===== src/rtl/square1_freq_sweep.sv =====
// square1_freq_sweep: frequency sweep unit for square channel 1. It keeps a
// shadow copy of the 11-bit frequency and periodically adds or subtracts
// (shadow >> shift) to it under NR10 control.
// Latency: every output comes straight from a register, so each one reflects the
// clock edge that caused it.
// Backpressure: none. Strobes are taken on the cycle they are presented.
//
// Ports:
//   system_clock        single clock for all logic
//   reset               synchronous, active-low; clears all state
//   sweep_tick          one-cycle 128 Hz strobe
//   nr14_wr             one-cycle strobe: NR14 written this cycle
//   NR10                [6:4] period P, [3] negate, [2:0] shift S
//   NR13 / NR14         CPU frequency bytes (NR14[7] = trigger, [2:0] = freq high)
//   internal_NR13/14    swept frequency bytes presented to the wave generator
//   enable_square_wave  channel enable (0 = mute, drops on overflow)
//
// Optional build macro SWEEP_NEG_LOCKOUT_EN: after a sweep step has been taken
// in negate mode, clearing NR10[3] mutes the channel until the next trigger.

module square1_freq_sweep #(
   parameter int FREQ_W   = 11,
   parameter int FREQ_MAX = 2047
) (
   input  logic       system_clock,
   input  logic       reset,
   input  logic       sweep_tick,
   input  logic       nr14_wr,
   input  logic [7:0] NR10,
   input  logic [7:0] NR13,
   input  logic [7:0] NR14,
   output logic [7:0] internal_NR13,
   output logic [7:0] internal_NR14,
   output logic       enable_square_wave
);

   // Overflow limit at the widened calc width (one extra bit for the add carry).
   localparam logic [FREQ_W:0] MAX_V = (FREQ_W + 1)'(FREQ_MAX);

   // ---------------------------------------------------------------
   // Register decode
   // ---------------------------------------------------------------
   logic [2:0] sweep_period;
   logic       negate;
   logic [2:0] shift;
   logic       unused_nr10_bit;

   assign sweep_period    = NR10[6:4];
   assign negate          = NR10[3];
   assign shift           = NR10[2:0];
   assign unused_nr10_bit = NR10[7];

   // ---------------------------------------------------------------
   // State
   // ---------------------------------------------------------------
   logic [FREQ_W-1:0] shadow, shadow_d;
   logic [2:0]        timer, timer_d;        // 0 encodes a count of 8
   logic              sweep_en, sweep_en_d;
   logic              chan_en, chan_en_d;
   logic [4:0]        nr14_hi, nr14_hi_d;    // NR14[7:3] passthrough, latched on write
`ifdef SWEEP_NEG_LOCKOUT_EN
   logic              neg_used, neg_used_d;
`endif

   // ---------------------------------------------------------------
   // Sweep arithmetic
   // ---------------------------------------------------------------
   // Add/subtract is done one bit wider than the frequency, so an add that
   // leaves the legal range shows up as a value above MAX_V.  The subtract
   // path cannot go below zero, because delta never exceeds the value it is
   // taken from.
   function automatic logic [FREQ_W:0] calc_sum(input logic [FREQ_W-1:0] val,
                                                input logic [2:0]        sh,
                                                input logic              neg);
      logic [FREQ_W:0] ext;
      logic [FREQ_W:0] delta;
      ext   = {1'b0, val};
      delta = ext >> sh;
      return neg ? (ext - delta) : (ext + delta);
   endfunction

   logic              trig;
   logic              tick;
   logic [FREQ_W-1:0] load_val;
   logic [FREQ_W:0]   trig_sum;
   logic              trig_ovf;
   logic [FREQ_W:0]   cur_sum;
   logic              cur_ovf;
   logic [FREQ_W-1:0] cur_next;
   logic [FREQ_W:0]   sec_sum;
   logic              sec_ovf;

   assign trig     = nr14_wr & NR14[7];
   assign tick     = sweep_tick & ~trig;     // a trigger swallows a coincident tick
   assign load_val = FREQ_W'({NR14[2:0], NR13});

   // Check made against the value being loaded by a trigger.
   assign trig_sum = calc_sum(load_val, shift, negate);
   assign trig_ovf = !negate && (trig_sum > MAX_V);

   // First calc on the current shadow value.
   assign cur_sum  = calc_sum(shadow, shift, negate);
   assign cur_ovf  = !negate && (cur_sum > MAX_V);
   assign cur_next = cur_sum[FREQ_W-1:0];

   // Look-ahead calc on the value about to be written back. Only its
   // overflow flag is kept; the sum itself is thrown away.
   assign sec_sum  = calc_sum(cur_next, shift, negate);
   assign sec_ovf  = !negate && (sec_sum > MAX_V);

   // ---------------------------------------------------------------
   // Next-state logic
   // ---------------------------------------------------------------
   always_comb begin
      shadow_d   = shadow;
      timer_d    = timer;
      sweep_en_d = sweep_en;
      chan_en_d  = chan_en;
      nr14_hi_d  = nr14_hi;
`ifdef SWEEP_NEG_LOCKOUT_EN
      neg_used_d = neg_used;
`endif

      // Any write to NR14 refreshes the passthrough bits.
      if (nr14_wr) begin
         nr14_hi_d = NR14[7:3];
      end

      if (trig) begin
         shadow_d   = load_val;
         timer_d    = sweep_period;              // P==0 lands on the "8" encoding
         sweep_en_d = (sweep_period != 3'd0) || (shift != 3'd0);
         chan_en_d  = !((shift != 3'd0) && trig_ovf);
`ifdef SWEEP_NEG_LOCKOUT_EN
         neg_used_d = 1'b0;
`endif
      end else begin
         if (tick) begin
            if (timer != 3'd1) begin
               timer_d = timer - 3'd1;          // 0 (=8) wraps to 7
            end else begin
               timer_d = sweep_period;
               // A muted channel keeps its frequency frozen until retriggered.
               if (sweep_en && (sweep_period != 3'd0) && chan_en) begin
                  if (cur_ovf) begin
                     chan_en_d = 1'b0;
                  end else if (shift != 3'd0) begin
                     shadow_d = cur_next;
                     if (sec_ovf) begin
                        chan_en_d = 1'b0;
                     end
                  end
`ifdef SWEEP_NEG_LOCKOUT_EN
                  neg_used_d = negate;
`endif
               end
            end
         end
`ifdef SWEEP_NEG_LOCKOUT_EN
         // Leaving negate mode after a negate step has been taken mutes the channel.
         if (neg_used && !negate) begin
            chan_en_d = 1'b0;
         end
`endif
      end
   end

   // ---------------------------------------------------------------
   // State registers
   // ---------------------------------------------------------------
   always_ff @(posedge system_clock) begin
      if (!reset) begin
         shadow   <= '0;
         timer    <= 3'd0;
         sweep_en <= 1'b0;
         chan_en  <= 1'b0;
         nr14_hi  <= 5'd0;
`ifdef SWEEP_NEG_LOCKOUT_EN
         neg_used <= 1'b0;
`endif
      end else begin
         shadow   <= shadow_d;
         timer    <= timer_d;
         sweep_en <= sweep_en_d;
         chan_en  <= chan_en_d;
         nr14_hi  <= nr14_hi_d;
`ifdef SWEEP_NEG_LOCKOUT_EN
         neg_used <= neg_used_d;
`endif
      end
   end

   // ---------------------------------------------------------------
   // Outputs (all register-driven)
   // ---------------------------------------------------------------
   assign internal_NR13      = shadow[7:0];
   assign internal_NR14      = {nr14_hi, shadow[10:8]};
   assign enable_square_wave = chan_en;

endmodule

===== config.mk =====
export PLATFORM = sky130hd
export DESIGN_NAME = square1_freq_sweep
export DESIGN_NICKNAME = d
export VERILOG_FILES = /design/src/rtl/square1_freq_sweep.sv
export SDC_FILE = /design/constraint.sdc
export NUM_CORES = 1
export LEC_CHECK = 0
export ABC_AREA = 1
export CORE_UTILIZATION = 53
export DETAILED_ROUTE_END_ITERATION = 10
export MAX_ROUTING_LAYER = met4
export PLACE_DENSITY_LB_ADDON = 0.25
export SLEW_MARGIN = 20
export SYNTH_ARGS = -nofsm -noshare
export SYNTH_HDL_FRONTEND = slang
export SYNTH_SLANG_ARGS = --single-unit

===== constraint.sdc =====
create_clock -name system_clock -period 12.1 [get_ports system_clock]
set_input_delay 1.21 -clock system_clock [delete_from_list [all_inputs] [get_ports system_clock]]
set_output_delay 1.21 -clock system_clock [all_outputs]
set_load 0.01 [all_outputs]

==> metrics.md <==
| Metric | Value |
|---|---|
| Status | `finished, final reports clean` |
| Area grow syn2layout | `9.83%` |
| Most used DFF post-synth | `dfxtp_1` |
| FF/Latch Area | `approximately 420 µm²` |
| Post-CTS resize count | `0` |
| Fillers | `roughly 830` |
| Cell taking the most area after synthesis | `nand2_1` |
| CTS HTree Levels | `1` |
| First-pass GRT wire length | `between 15 and 20 mm` |
| Final hold vios | `0` |
| Worst vdd ir | `roughly 58 µV` |
| Via count | `approximately 4300` |
| Arr. time, crit path | `8.31 ns` |
| Number of global-route vias before repair | `4104` |
| Total congestion overflow | `0` |
| Initial antenna violation count | `0` |
| Port buffer count | `43` |
| Hold WS | `roughly 0.47 ns` |
| CP Launch Type | `input pin` |
| Netlist cell types | `between 50 and 60` |
| Max-Cap Viols | `0` |
| Multi-input gate area | `~3200 µm²` |
| Endpoint type of the worst setup path | `register` |
| Power Total | `around 0.43 mW` |
| Clock-pin slew on the worst setup and hold paths | `0.08 ns` |
| YS warnings | `0` |
| Worst Path Required | `~12 ns` |
| Slew @ Worst Pin | `0.993 ns` |
| Synth async-reset ratio | `0%` |
| XOR/XNOR share of the synthesized area | `~6.7%` |
| Root buffer cell | `clkbuf_8` |
| I/O pins | `45` |
| CP max stage delay | `roughly 1.1 ns` |
| Max transition margin | `between 30% and 40%` |
| Final wirelength | `between 10 and 15 mm` |
| Pwr/cell area | `roughly 93 nW/µm²` |
| Setup CP Type | `in2reg` |
| Clock sinks | `21` |
| Remaining DRCs | `0` |
| Pin count of the biggest net entering global routing | `38` |
| Core Region | `slightly below 8000 µm²` |
| Most common cell in the netlist | `nand2_1` |
| CTS buffer count | `3` |
| Bufs on Longest Clock Path | `2` |
| Reg2Reg Setup Slack | `roughly 6 ns` |
| DR vias/cell | `roughly 5.5` |
| Post-synthesis net count | `722` |
| Share of layout cells above drive strength 1 | `between 10% and 20%` |
| DR iter-0 viols | `280` |
| Nets | `about 750` |
| Die ar. | `8240 µm²` |
| Hold_buf cts | `0` |
| Class of the worst hold path | `reg2reg` |
| CP Max Fanout | `19` |
| DRT Pass-1 Iters | `6` |
| GR Util met1 | `slightly above 40%` |
| Final TNS setup | `0 ns` |
| Post CTS Setup Buffer Count | `0` |
| Site Rows | `32` |
| Most used routing layer | `met2` |
| Final setup viols | `0` |
| Synthesized area per cell | `approximately 6.4 µm²` |
| Seq/Total Area, Yosys | `between 10% and 20%` |
| Largest family of logic cells by synthesized area | `simple AND/OR/NAND/NOR gates` |
| Later-pin clock latency in the skew report | `0.28 ns` |
| Register bit count reported by yosys | `21` |
| Ant diodes | `0` |
| Complex-gate fraction of the synthesized area | `between 15 and 20%` |
| Multiplexer share of the synthesized area | `0.240%` |
| P_leak | `2.22 nW` |
| ANT nets after route | `0` |
| Worst path slowest cell | `clkdlybuf4s50_1` |
| Post-synth top area share | `15.4%` |
| Placed wire-length estimate | `9.49 mm` |
| CTS tree | `yes` |
| RSZ-0062 raised after global routing | `false` |
| GP Congestion | `slightly above 0.9` |
| Synth top cells by count | `171 x nand2_1, 84 x inv_1, 45 x nor2_1, 39 x ha_1, 33 x nand3_1` |
| Max Slew Vio Count | `0` |
| Main area contributors after synthesis | `nand2_1 15%, ha_1 12%, dfxtp_1 10%` |
| Post-synth EDFFs | `0` |
| Die Ht | `between 90 and 100 µm` |
| M2 GR Usage | `48.1%` |
| Met3 global-route usage | `2.78%` |
| Post-Synth Adder-Cell Area | `between 10% and 20%` |
| Skew final | `just over 0.01 ns` |
| Fin crit period | `between 8 and 9 ns` |
| Initial core utilization | `a little over half` |
| FMAX | `between 100 and 150 MHz` |
| Synth Cell Area | `4180 µm²` |
| Total GRT Usage | `slightly below 30%` |
| Most used cell, CP | `nand2_1` |
| Synth Instances | `654` |
| Synth Area in Simple Gates | `39.3%` |
| WL/cell | `between 10 and 15 µm` |
| Overall die width | `90.8 µm` |
| Tcrit/Tclk final | `67.5%` |
==> per-layer routing <==
metal  vias to the layer above  wire, µm
li1                       2196         -
met1                      1952      5530
met2                       141      5200
met3                        15       722
met4                         0       135
met5                         -         0
==> layout by cell type (no fill, tap or decap), types with 2 or more instances in the layout <==
cell type          n
nand2_1          171
inv_1             84
nor2_1            45
clkdlybuf4s50_1   43
ha_1              39
nand3_1           33
o21ai_0           31
nand3_2           27
a21oi_1           24
dfxtp_1           21
xor2_1            20
inv_2             15
nand2_2           14
xnor2_1           10
o21ai_1            9
nor2_2             8
a31oi_1            7
nand4_1            7
a22oi_1            7
nor3_1             7
nor2_4             5
o211ai_1           4
o21ai_2            4
o22ai_1            4
or2_2              3
o221ai_1           3
o31ai_1            3
nand2_4            3
clkbuf_8           3
a211oi_1           2
a21o_1             2
o31ai_2            2
a21oi_2            2
o21ai_4            2
nand3b_1           2
buf_4              2
==> flip-flops by register name, summed over array words and instances (netlist names) <==
register	cells
sweep_en	1
enable_square_wave	1
timer	3
nr14_hi	5
shadow	11
==> path summary, 6_finish.rpt <==
path / startpoint / to / cells after the start
worst min register to register: nr14_hi[4]$_SDFFE_PN0P_ / nr14_hi[4]$_SDFFE_PN0P_ / 2
worst max-delay path: NR10[1] / enable_square_wave$_SDFFE_PN0P_ / 42
worst min-delay path: nr14_hi[4]$_SDFFE_PN0P_ / nr14_hi[4]$_SDFFE_PN0P_ / 2
worst max register to register: shadow[7]$_SDFFE_PN0P_ / enable_square_wave$_SDFFE_PN0P_ / 39
==> logic make-up after synthesis <==
kind of cell	Yosys count
buffers and inverters	119
AO/OA/AOI/OAI	111
adder cells (fa/ha/maj)	40
multiplexers	1
XOR/XNOR	31
AND/OR/NAND/NOR	331
flip-flops	21
==> power by group <==
group | leakage, nW | switching [mW] | total (mW) | internal, mW
sequential | 0.173 | 0.00465 | 0.0784 | 0.0738
combinational | 2.02 | 0.188 | 0.298 | 0.111
clock | 0.0255 | 0.0269 | 0.0500 | 0.0231
==> layout make-up <==
cell class	count	area share [%]
sequential	21	9.17
clock inverter	1	0.109
inverter	101	8.43
timing repair buffer	45	9.71
multi-input combinational	514	68.9
tap	102	2.78
clock buffer	3	0.900
==> per-stage QoR <==
| stage | area, µm² | utilization, % | worst slack (ns) | cells |
|---|---|---|---|---|
| final | 4590 | 59.7 | 3.93 | 787 |
| after global routing | 4590 | 59.7 | 3.27 | 787 |
| after CTS | 4590 | 59.7 | 3.97 | 787 |
| after detailed placement | 4540 | 59.1 | 3.69 | 783 |
| after global placement | 4540 | 59.1 | 3.83 | 783 |
| after floorplan | 4180 | - | 5.98 | 654 |
==> worst max-delay path: cells and delay by family <==
| family | cells | cell delay [ns] |
|---|---|---|
| and+or+nand+nor | 22 | 2.81 |
| xor gates and xnor gates | 1 | 0.15 |
| buffers and inverters | 8 | 1.92 |
| adders and majority gates | 4 | 1.20 |
| AOI/OAI and AO/OA | 7 | 1.03 |
Power figures use the tool's default switching activity.
